==> src/rtl/itree_pattern_tx_if.sv <==
// Valid/ready byte stream from itree_pattern_tx to the isolation-tree matcher.
// The transmitter drives through the master modport and the matcher listens on the slave modport.
interface itree_pattern_tx_if #(
  parameter int BYTE_W = 8
);
  logic [BYTE_W-1:0] data_out;
  logic              data_valid;
  logic              data_ready;

  modport master (output data_out, data_valid, input data_ready);
  modport slave  (input data_out, data_valid, output data_ready);
endinterface

==> src/rtl/itree_pattern_tx.sv <==
// Serialises a latched reference pattern LSB-first into byte beats, with frame repeats, an idle gap and abort.
// Optional first-frame single-bit corruption is enabled by defining ITREE_TX_FAULT_INJECT_EN.
module itree_pattern_tx #(
  parameter int PATTERN_W  = 256,
  parameter int BYTE_W     = 8,
  parameter int GAP_CYCLES = 2
) (
  input  logic                 clk,
  input  logic                 reset,
  input  logic                 start,
  input  logic                 abort,
  input  logic [PATTERN_W-1:0] pattern_in,
  input  logic [7:0]           repeat_count,
`ifdef ITREE_TX_FAULT_INJECT_EN
  input  logic                 inject_en,
  input  logic [7:0]           inject_idx,
`endif
  itree_pattern_tx_if.master   tx,
  output logic                 busy,
  output logic                 done,
  output logic [7:0]           byte_index
);

  localparam int BEATS  = PATTERN_W / BYTE_W;
  localparam int BEAT_W = (BEATS > 1) ? $clog2(BEATS) : 1;
  localparam int GAP_W  = (GAP_CYCLES > 1) ? $clog2(GAP_CYCLES) : 1;
  localparam logic [BEAT_W-1:0] BEAT_LAST = BEAT_W'(BEATS - 1);
  localparam logic [GAP_W-1:0]  GAP_LAST  = GAP_W'((GAP_CYCLES > 0) ? GAP_CYCLES - 1 : 0);

  typedef enum logic [1:0] {IDLE, SEND, GAP, FINISH} state_t;

  state_t               state, state_next;
  logic [PATTERN_W-1:0] pattern;
  logic [PATTERN_W-1:0] tx_pattern;
  logic [BEAT_W-1:0]    beat;
  logic [7:0]           frames_left;
  logic [GAP_W-1:0]     gap_cnt;
  logic                 accept_start;
  logic                 xfer;
  logic                 last_xfer;

  assign accept_start = (state == IDLE) && start && !abort;
  assign xfer         = tx.data_valid && tx.data_ready;
  assign last_xfer    = (state == SEND) && xfer && (beat == BEAT_LAST);

`ifdef ITREE_TX_FAULT_INJECT_EN
  logic       inj_en_q;
  logic [7:0] inj_idx_q;
  logic       first_frame;

  // A shift past the top bit leaves the mask empty, so out-of-range indices flip nothing.
  assign tx_pattern = (inj_en_q && first_frame)
                    ? pattern ^ (PATTERN_W'(1) << inj_idx_q)
                    : pattern;
`else
  assign tx_pattern = pattern;
`endif

  // NOTE: every variable assigned in always_comb gets a default first, so no path leaves a latch behind.
  always_comb begin
    state_next = state;
    case (state)
      IDLE:    if (accept_start) state_next = SEND;
      SEND:    if (last_xfer) begin
                 if (frames_left > 8'd1) state_next = (GAP_CYCLES == 0) ? SEND : GAP;
                 else                    state_next = FINISH;
               end
      GAP:     if (gap_cnt == GAP_LAST) state_next = SEND;
      FINISH:  state_next = IDLE;
      default: state_next = IDLE;
    endcase
    if (abort) state_next = IDLE;
  end

  // NOTE: sequential state uses non-blocking assignments so every register samples pre-edge values.
  always_ff @(posedge clk) begin
    if (reset) begin
      state       <= IDLE;
      // NOTE: the wide pattern register is a plain flop bank, so clearing it on reset is cheap and deterministic.
      pattern     <= '0;
      beat        <= '0;
      frames_left <= '0;
      gap_cnt     <= '0;
`ifdef ITREE_TX_FAULT_INJECT_EN
      inj_en_q    <= 1'b0;
      inj_idx_q   <= '0;
      first_frame <= 1'b0;
`endif
    end else begin
      state <= state_next;
      if (accept_start) begin
        pattern     <= pattern_in;
        frames_left <= (repeat_count == 8'd0) ? 8'd1 : repeat_count;
        beat        <= '0;
        gap_cnt     <= '0;
`ifdef ITREE_TX_FAULT_INJECT_EN
        inj_en_q    <= inject_en;
        inj_idx_q   <= inject_idx;
        first_frame <= 1'b1;
`endif
      end else if (state == SEND && xfer) begin
        if (beat == BEAT_LAST) begin
          beat    <= '0;
          gap_cnt <= '0;
          if (frames_left != 8'd0) frames_left <= frames_left - 8'd1;
`ifdef ITREE_TX_FAULT_INJECT_EN
          first_frame <= 1'b0;
`endif
        end else begin
          beat <= beat + 1'b1;
        end
      end else if (state == GAP) begin
        gap_cnt <= gap_cnt + 1'b1;
      end
    end
  end

  // Outputs are decoded from state so the abort cycle still presents its beat.
  assign tx.data_valid = (state == SEND);
  assign tx.data_out   = (state == SEND) ? tx_pattern[int'(beat)*BYTE_W +: BYTE_W] : '0;
  assign byte_index    = (state == SEND) ? 8'(beat) : 8'd0;
  assign busy          = (state == SEND) || (state == GAP);
  assign done          = (state == FINISH) && !abort;

endmodule

==> src/flat_wrapper.sv <==
// flat-port wrapper written by rule: the top's interface ports become plain ports
module itree_pattern_tx_flat 
#(
  parameter int PATTERN_W  = 256,
  parameter int BYTE_W     = 8,
  parameter int GAP_CYCLES = 2
)
  (clk, reset, start, abort, pattern_in, repeat_count, busy, done, byte_index, tx_data_out, tx_data_valid, tx_data_ready);
  itree_pattern_tx_if #(.BYTE_W(BYTE_W)) tx_i ();
  input  logic clk;
  input  logic reset;
  input  logic start;
  input  logic abort;
  input  logic [PATTERN_W-1:0] pattern_in;
  input  logic [7:0] repeat_count;
  output logic busy;
  output logic done;
  output logic [7:0] byte_index;
  output wire logic [$bits(tx_i.data_out)-1:0] tx_data_out;
  output wire logic [$bits(tx_i.data_valid)-1:0] tx_data_valid;
  input wire logic [$bits(tx_i.data_ready)-1:0] tx_data_ready;
  assign tx_data_out = tx_i.data_out;
  assign tx_data_valid = tx_i.data_valid;
  assign tx_i.data_ready = tx_data_ready;
  itree_pattern_tx #(.PATTERN_W(PATTERN_W), .BYTE_W(BYTE_W), .GAP_CYCLES(GAP_CYCLES)) u_core (.clk(clk), .reset(reset), .start(start), .abort(abort), .pattern_in(pattern_in), .repeat_count(repeat_count), .tx(tx_i), .busy(busy), .done(done), .byte_index(byte_index));
endmodule
==> config.mk <==
export PLATFORM = sky130hd
export DESIGN_NAME = itree_pattern_tx_flat
export DESIGN_NICKNAME = d
export VERILOG_FILES = /design/src/rtl/itree_pattern_tx_if.sv /design/src/rtl/itree_pattern_tx.sv /design/src/flat_wrapper.sv
export SDC_FILE = /design/constraint.sdc
export NUM_CORES = 1
export LEC_CHECK = 0
export ABC_CLOCK_PERIOD_IN_PS = 4480
export BUFFER_PORTS_ARGS = -buffer_cell sky130_fd_sc_hd__buf_2
export CAP_MARGIN = 20
export CORE_ASPECT_RATIO = 1.75
export CORE_MARGIN = 2
export CORE_UTILIZATION = 55
export CTS_CLUSTER_SIZE = 14
export DETAILED_ROUTE_END_ITERATION = 7
export PLACE_DENSITY = 0.82
export SYNTH_ARGS = -nofsm -noshare
export SYNTH_HDL_FRONTEND = slang
export SYNTH_SLANG_ARGS = --single-unit
==> constraint.sdc <==
create_clock -name clk -period 4.48 [get_ports clk]
set_clock_uncertainty 0.05 [all_clocks]
set_input_delay 0.672 -clock clk [delete_from_list [all_inputs] [get_ports clk]]
set_output_delay 0.672 -clock clk [all_outputs]
set_load 0.005 [all_outputs]
==> results of run 1 <==
state kept, by name (all words and copies together) (netlist names):
| signal | cells |
|---|---|
| u_core.beat | 5 |
| u_core.gap_cnt | 1 |
| u_core.pattern | 256 |
| u_core.state | 2 |
| u_core.frames_left | 8 |
worst paths after layout:
kind                                end  slack, ns
setup reg to reg  u_core.frames_left[7]       1.23
hold reg to reg      u_core.pattern[54]       0.40
hold / removal       u_core.pattern[98]       0.33
setup / recovery         tx_data_out[0]       0.77
placed cells by master, fill, tap and decap left out, types with 2 or more instances in the layout:
master and instances:
o21ai_0 12, clkbuf_8 5, buf_4 11, a211oi_1 6, ha_1 9, clkbuf_16 25, inv_1 4, nand3_1 11
conb_1 3, a21oi_1 261, o22ai_1 8, dfxtp_2 2, o221ai_1 8, nor2_1 15, nand2_1 527, buf_2 283
a311oi_1 4, nor4_1 2, mux4_2 56, buf_12 5, bufinv_16 2, mux2i_1 26, nor2b_1 2, and4_1 8
nand3b_1 3, dfxtp_1 269, xnor2_1 4, nor3_1 4, and2_1 5, clkbuf_1 7, nand2b_1 2, mux2_2 17
per-layer routing:
layer	share of wire (%)	wire, µm	vias to the layer above	GRT usage [%]
li1	-	-	5159	-
met1	36	12300	4966	33.8
met2	50	17000	501	49.2
met3	6.1	2090	142	3.47
met4	8.6	2950	0	22.7
met5	0	0	-	0
report_power, final:
part	switching, mW	internal (mW)
sequential	0.0877	2.54
clock	0.873	1.19
combinational	0.295	0.234
total	1.26	3.96
cell families after synthesis:
kind of cell / count (synthesis) / synth area share (%)
AO/OA/AOI/OAI: 305 / 13.6
XOR/XNOR: 4 / 0.295
adder cells (fa/ha/maj): 9 / 0.948
buffers and inverters: 123 / 4.82
flip-flops: 272 / 45.8
multiplexers: 99 / 14.4
other: 1 / 0.0316
AND/OR/NAND/NOR: 591 / 20.1
per-stage QoR:
stage / power, mW / hold slack, ns / utilization (%) / setup WS, ns / area (µm²)
floorplan: 2.96 / 0.383 / - / 2.11 / 11900
global placement: 3.18 / 0.390 / 62.3 / 1.39 / 13300
detailed placement: 3.20 / 0.395 / 62.3 / 1.26 / 13300
CTS: 5.22 / 0.331 / 65.9 / 0.760 / 14000
global route: 5.38 / 0.341 / 65.9 / 0.601 / 14000
finish: 5.22 / 0.332 / 65.9 / 0.766 / 14000
final cells by class:
type | count | area [µm²] | area share (%)
tap | 255 | 319 | 2.27
multi-input combinational | 1011 | 5880 | 41.9
timing repair buffer | 300 | 1610 | 11.5
sequential | 272 | 5450 | 38.8
clock inverter | 2 | 60.1 | 0.427
inverter | 5 | 18.8 | 0.134
clock buffer | 36 | 707 | 5.03
critical path: cells and delay by family, from the launching register on:
family	cells	cell delay, ns
buffers and inverters	2	0.53
AND/OR/NAND/NOR	2	0.40
flip-flops	1	1.03
multiplexers	2	0.50
==> summary.md, run 1 <==
| Metric | Value |
|---|---|
| CP cell instances | buf_4 > mux4_2 > mux2i_1 > nand2_1 > and4_1 > buf_2 |
| Number of synthesized flops with an enable pin | 0 |
| Wirelength, routed | 34300 µm |
| CTS tree | built |
| Post-synth ARST share | 0% |
| Initial DRT Pass Iterations | 6 |
| Status | finished clean |
| Drt wl/cell | 18.2 µm |
| Num CTS Buffers | 24 |
| CP max FO | 45 |
| Row count | 71 |
| Critical path type | flop to output port |
| Pwr dens | 372 nW/µm² |
| DRC | 0 |
| Final Cycle Share | between 80% and 90% |
| Timing startpoint of the critical path | u_core.beat[2] |
| Yosys top cell by area | dfxtp_1 |
| Top cell type's share of synthesized area | 45.8% |
| Die ar. | 22800 µm² |
| Seq/Total Area, Yosys | a little under half |
| VDD IR max | 0.258 mV |
| DIE HEIGHT | 198 µm |
| Post-cts resize count | 0 |
| Actual slew at the worst max-slew pin | 1.09 ns |
| Leakage | around 5.4 nW |
| DP HPWL | 25400 µm |
| First-pass GRT wire length | approximately 52000 µm |
| Clock sink total | 272 |
| Setup crit end kind | output port |
| Synthesized flop and latch total | 272 |
| Synth Instances | 1404 |
| Final Critical Period | 3.71 ns |
| Grt ovf | 0 |
| CTS H-tree lvls | 1 |
| Initial Util | between 50% and 60% |
| Largest net degree at the start of global routing | about 140 |
| Cell area after synthesis | about 12000 µm² |
| DR vias/cell | 5.72 |
| Cell Count, Final, Fillers Out | 1881 |
| GRT Util Overall | 29.4% |
| Clock Path Buffers | 3 |
| R2r startpoint | u_core.beat[0] |
| Hold Crit Depth | 3 |
| Crit path required time | between 3 and 4 ns |
| WP data arrival | 2.99 ns |
| Dpl cells | 1843 |
| Vias | 10800 |
| Routability-driven placement congestion ratio | around 0.96 |
| Post-synth top cells | 527 x nand2_1, 272 x dfxtp_1, 261 x a21oi_1 |
| RSZ-0062 raised after global routing | no |
| Setup TNS | 0 ns |
| Layout Nets | 1892 |
| Critical path's slowest cell | dfxtp_2 |
| Most frequent cell after synthesis | nand2_1 |
| Max-slew violation count | 0 |
| Hold_buf cts | 0 |
| Core region area | approximately 21000 µm² |
| Clock transition at path regs | 0.07 ns |
| Port Buffers | around 280 |
| Initial antenna violation count | 0 |
| Maxcap violations | 0 |
| I/O pin total | 288 |
| Achievable Freq | around 270 MHz |
| DR iter-0 viols | 790 |
| CP max stage delay | 1.03 ns |
| Final count of negative-setup-slack endpoints | 0 |
| Vias in the first global route | 10300 |
| DIE WIDTH | approximately 120 µm |
| Post-route ant nets | 0 |
| Root Driver | clkbuf_16 |
| Synthesis-to-layout area growth | 18.2% |
| Worst skew pair latency | 0.52 ns |
| Startpoint types | flop |
| Beginning of the worst hold path | pattern_in[98] |
| Number of diodes | 0 |
| Fill count | 1762 |
| Post-synth cell types | 48 |
| Final hold vios | 0 |
| Hold crit path type | input port to flop |
| FF-to-FF path depth | 8 |
| Post-CTS setup buffers | 0 |
| Layout cells sized above 1 | 25.3% |
| Prevailing post-synth register cell | dfxtp_1 |
| Area contributors post-synth | dfxtp_1 46%, nand2_1 17%, a21oi_1 11% |
| Relative slew margins | a little over a quarter |
| Ys Warns | 0 |
| Syn Area/Cell | 8.46 µm² |
Note: power is estimated with default switching activity, not from simulation.
==> inputs of run 2 (changes only) <==
- ABC_CLOCK_PERIOD_IN_PS: 4480 -> 3650
- CORE_UTILIZATION: 55 -> 54
- PLACE_DENSITY: 0.82 -> 0.8
- clock period: 4.48 -> 3.65 ns (I/O delays scaled with it)
==> run 2 against run 1 <==
Flip-flop and latch count stayed put. Critical path type unchanged. Wire length up 0.33%. Non-clock buffer count shrank 1. Clock power increased by 18%. Combinational power grew 23%. Core utilization is 0.82 points lower. Total power increased by 21%. Critical endpoint is now tx_data_out[4]. Setup slack worse by 0.43 ns. Sequential power increased by 23%. First-iteration DRC count is 1.1% lower. Design area about the same. Die area up 1.8%.
==> summary.md, run 2 (synthesis gave the netlist of run 1 again) <==
| Metric | Value |
|---|---|
| DRC | 0 |
| R2r startpoint | u_core.beat[1] |
| CP max stage delay | 0.75 ns |
| Core region area | around 22000 µm² |
| Number of diodes | 0 |
| Row count | 71 |
| Startpoint types | flop |
| CP max FO | 20 |
| FF-to-FF End | u_core.frames_left[7] |
| Vias | 10700 |
| Synthesis-to-layout area growth | 18.2% |
| Seq pwr share | 50.9% |
| DIE WIDTH | 116 µm |
| Actual slew at the worst max-slew pin | 0.884 ns |
| Logic pwr share | 10.3% |
| Post-route ant nets | 0 |
| Clock power share | between 30 and 40% |
| Routability-driven placement congestion ratio | 0.889 |
| Root Driver | clkbuf_16 |
| Clock transition at path regs | 0.06 ns |
| Pwr dens | roughly 450 nW/µm² |
| DIE HEIGHT | 200 µm |
| Hold crit path type | input port to flop |
| Final count of negative-setup-slack endpoints | 0 |
| DR iter-0 viols | 781 |
| Layout cells sized above 1 | 25.5% |
| Critical path's slowest cell | dfxtp_2 |
| Sw frac | 24.8% |
| DP HPWL | 25100 µm |
| CP cell instances | mux4_2 > mux2i_1 > o221ai_1 > and4_1 > buf_2 |
| Num CTS Buffers | 25 |
| I/O pin total | ~290 |
| Crit path required time | 3.05 ns |
| Maxcap violations | 0 |
| DR vias/cell | 5.59 |
| Final Cycle Share | 90.7% |
| Grt ovf | 0 |
| Area of the multi-input gates | between 5000 and 6000 µm² |
| Clock sink total | 272 |
| Initial antenna violation count | 0 |
| Dpl cells | 1879 |
| FF-to-FF setup slack | between 0.8 and 0.9 ns |
| CTS H-tree lvls | 1 |
| Top reg by flops | u_core.pattern |
| Relative slew margins | approximately 40% |
| Wirelength, routed | 34400 µm |
| Initial DRT Pass Iterations | 5 |
| Internal Power | approximately 4.8 mW |
| Hold Path Sink | u_core.pattern[235] |
| Cell Count, Final, Fillers Out | 1918 |
| Final hold vios | 0 |
| Port Buffers | roughly 280 |
| Beginning of the worst hold path | pattern_in[235] |
| Top flop regs | u_core.pattern: 256 flops, u_core.frames_left: 8 flops, u_core.beat: 5 flops |
| Largest net degree at the start of global routing | around 170 |
| FF-to-FF path depth | 8 |
| Clock Path Buffers | 3 |
| FF/Latch Area | 5450 µm² |
| Hold Crit Depth | 3 |
| GRT Util Overall | 28.7% |
| Setup crit end kind | output port |
| Layout Utilization | 65.1% |
| VDD IR max | 0.331 mV |
| Initial Util | 55.1% |
| WP data arrival | 2.71 ns |
| Layout Nets | 1892 |
| Final Critical Period | 3.31 ns |
| Achievable Freq | 302 MHz |
| Vias in the first global route | ~10000 |
| Setup TNS | 0 ns |
| NetSw | 1.57 mW |
| Max-slew violation count | 0 |
| Post-cts resize count | 0 |
| Leading cell type in the layout, fill and taps excluded | nand2_1 |
| Die ar. | 23300 µm² |
| Drt wl/cell | between 15 and 20 µm |
| Fill count | around 1800 |
| RSZ-0062 raised after global routing | no |
| Critical path type | flop to output port |
| Post-CTS setup buffers | 0 |
| First-pass GRT wire length | between 50000 and 60000 µm |
| Top delay family on crit path | multiplexers |
| Leakage | 5.38 nW |
| Hold_buf cts | 0 |
| Commonest non-fill, non-tap cells in the layout | 527 x nand2_1, 283 x buf_2, 269 x dfxtp_1, 261 x a21oi_1, 56 x mux4_2 |
| Worst skew pair latency | 0.52 ns |
| Count of buffer and inverter cells on the critical path | 1 |
| Status | finished clean |
| Number of flip-flops in the largest register | 256 |
| CTS tree | built |
==> run 2: cell types whose count changed in the layout (fill, tap and decap cells not counted), sizes merged <==
cell / previous run / this run
buf: 299 / 298
bufinv: 2 / 1
clkbuf: 37 / 32
clkinv: 1 / 8
==> run 2: area by class of cell <==
type	instances	share of cell area, %
Sequential cell	272	38.8
Multi-Input combinational cell	1011	41.9
Inverter	5	0.134
Clock inverter	8	0.490
Timing Repair Buffer	299	11.3
Clock buffer	31	4.76
Tap cell	292	2.60
==> run 2: worst max-delay path by stage <==
stage	depth (start not counted)	start	endpoint
final	5	u_core.beat[0]	tx_data_out[4]
after global routing	5	u_core.beat[0]	tx_data_out[0]
after CTS	5	u_core.beat[0]	tx_data_out[1]
after detailed placement	8	u_core.beat[1]	u_core.frames_left[7]
after global placement	8	u_core.beat[1]	u_core.frames_left[7]
after floorplan	8	u_core.beat[3]	u_core.frames_left[7]
==> run 2: metal layers <==
layer	vias up	routed length (µm)	global-route usage [%]
met5	-	0	0
met4	0	2080	15.7
met3	108	1910	3.24
met2	415	17800	49.8
met1	5025	12600	34.1
li1	5167	-	-
==> run 2: worst min-delay path, cell delays in order <==
cell and delay [ns]:
buf_2 0.10, nand2_1 0.04, a21oi_1 0.05
==> run 2: power by group through the flow <==
stage | combinational [mW] | sequential, mW | clock, mW
2_1_floorplan | 0.403 | 3.23 | 0
3_3_place_gp | 0.631 | 3.28 | 0
3_5_place_dp | 0.648 | 3.28 | 0
4_1_cts | 0.652 | 3.21 | 2.46
5_1_grt | 0.721 | 3.23 | 2.58
6_report | 0.653 | 3.22 | 2.45
==> run 2: stage by stage <==
stage	power (mW)	setup slack [ns]	cell area, µm²	hold slack (ns)
after CTS	6.33	0.328	14000	0.204
after detailed placement	3.92	0.817	13300	0.394
final	6.32	0.338	14000	0.207
after floorplan	3.63	1.33	11900	0.383
after global placement	3.91	0.955	13300	0.389
after global routing	6.53	0.234	14000	0.204
==> inputs of run 3 (changes only) <==
- CORE_UTILIZATION: 54 -> 40
- PLACE_DENSITY: 0.8 -> unset
==> run 3 against run 2 <==
Sequential power about the same. Global-route usage shrank 6.0 points. Wire length grew 5.3%. Via count shrank 1.2%. Combinational power rose by 0.9%. Design area up 2.1%. Core utilization is 16 points lower. Die area grew 34%.
==> summary.md, run 3 (synthesis gave the netlist of run 1 again) <==
| Metric | Value |
|---|---|
| GRT Util Overall | between 20% and 30% |
| WP data arrival | 2.70 ns |
| VDD IR max | roughly 0.37 mV |
| Final Cycle Share | 90.4% |
| Die ar. | 31200 µm² |
| Port Buffers | between 200 and 300 |
| Worst hold slack | 0.196 ns |
| Root Driver | clkbuf_16 |
| Top flop regs | u_core.pattern: 256 flops, u_core.frames_left: 8 flops, u_core.beat: 5 flops |
| DIE WIDTH | approximately 130 µm |
| DRC | 0 |
| RSZ-0062 raised after global routing | no |
| Final hold vios | 0 |
| Routability-driven placement congestion ratio | 0.857 |
| Clock transition at path regs | 0.07 ns |
| Clock sink total | 272 |
| Hold_buf cts | 0 |
| Post-cts resize count | 0 |
| Top reg by flops | u_core.pattern |
| Initial DRT Pass Iterations | 5 |
| Core region area | 29300 µm² |
| Pwr dens | 459 nW/µm² |
| Synthesis-to-layout area growth | 20.7% |
| Final count of negative-setup-slack endpoints | 0 |
| Setup crit end kind | output port |
| Top delay family on crit path | multiplexers |
| DR iter-0 viols | 724 |
| Final Critical Period | 3.30 ns |
| DP HPWL | 27000 µm |
| DIE HEIGHT | 232 µm |
| CP cell instances | mux4_2 > mux2i_1 > o221ai_1 > and4_1 > buf_2 |
| Post-CTS setup buffers | 0 |
| Clock Path Buffers | 3 |
| Largest net degree at the start of global routing | 129 |
| Commonest non-fill, non-tap cells in the layout | 527 x nand2_1, 283 x buf_2, 269 x dfxtp_1, 261 x a21oi_1, 56 x mux4_2 |
| Worst skew pair latency | 0.53 ns |
| I/O pin total | about 290 |
| Actual slew at the worst max-slew pin | 0.616 ns |
| Crit path required time | 3.05 ns |
| Drt wl/cell | between 15 and 20 µm |
| First-pass GRT wire length | about 56000 µm |
| Layout cells sized above 1 | 25.9% |
| Grt ovf | 0 |
| Initial antenna violation count | 1 |
| CP max stage delay | between 0.6 and 0.7 ns |
| Layout Nets | 1897 |
| Critical path's slowest cell | dfxtp_4 |
| Achievable Freq | approximately 300 MHz |
| Relative slew margins | 58.8% |
| Max-slew violation count | 0 |
| Number of flip-flops in the largest register | 256 |
| CTS H-tree lvls | 1 |
| Maxcap violations | 0 |
| Initial Util | 40.6% |
| Count of buffer and inverter cells on the critical path | 1 |
| Startpoint types | flop |
| Setup TNS | 0 ns |
| CTS tree | built |
| Leading cell type in the layout, fill and taps excluded | nand2_1 |
| Wirelength, routed | 36200 µm |
| CP max FO | 28 |
| Vias in the first global route | 10400 |
| Row count | 83 |
| Leakage | approximately 5.5 nW |
| Critical path type | flop to output port |
| Num CTS Buffers | 26 |
| Status | finished clean |
| DR vias/cell | 5.24 |
| Vias | 10600 |
| Hold crit path type | input port to flop |
| Post-route ant nets | 0 |
## run 3: final timing paths
path | from | endpoint | slack, ns | depth (start not counted)
max | u_core.beat[0] | tx_data_out[3] | 0.35 | 5
max reg2reg | u_core.beat[2] | u_core.frames_left[7] | 0.98 | 7
min | pattern_in[129] | u_core.pattern[129] | 0.20 | 3
min reg2reg | u_core.pattern[20] | u_core.pattern[20] | 0.40 | 2
## run 3: layout make-up
class,count,area (µm²)
well taps,382,478
repair buffers,303,1660
clock buffers,37,743
clock inverters,10,106
multi-input cells,1011,5880
flip-flops and latches,272,5460
inverters,5,18.8
diodes,1,2.50
fillers,2930,14900
## run 3: routing by layer
metal | vias up | share of wire [%] | track usage (%)
met2 | 320 | 53 | 41.9
met3 | 68 | 4.7 | 2.14
met5 | - | 0 | 0
li1 | 5193 | - | -
met4 | 0 | 4.3 | 10.4
met1 | 5006 | 38 | 26.4
## run 3: metrics by stage
step                      power [mW]  cell area, µm²  utilization (%)  std cells  setup slack, ns
after floorplan                 3.63           11900                -       1406             1.33
final                           6.59           14300             49.0       2021            0.351
after global placement          3.93           13500             46.1       1973            0.862
after global routing            6.83           14300             49.0       2020            0.162
after detailed placement        3.94           13500             46.1       1973            0.837
after CTS                       6.66           14300             49.0       2020            0.251
## run 3: worst register-to-register path, stage by stage (launching register included)
cell and delay [ns]:
dfxtp_4 0.59, buf_4 0.37, and3_1 0.23, ha_1 0.23, nand3_2 0.15, nand3b_4 0.22
or4b_1 0.48, a311oi_1 0.26
## run 3: power breakdown
group / internal [mW] / switching, mW / leakage, nW
sequential: 3.11 / 0.0975 / 2.22
combinational: 0.286 / 0.372 / 2.82
clock: 1.56 / 1.16 / 0.419
total: 4.96 / 1.63 / 5.46
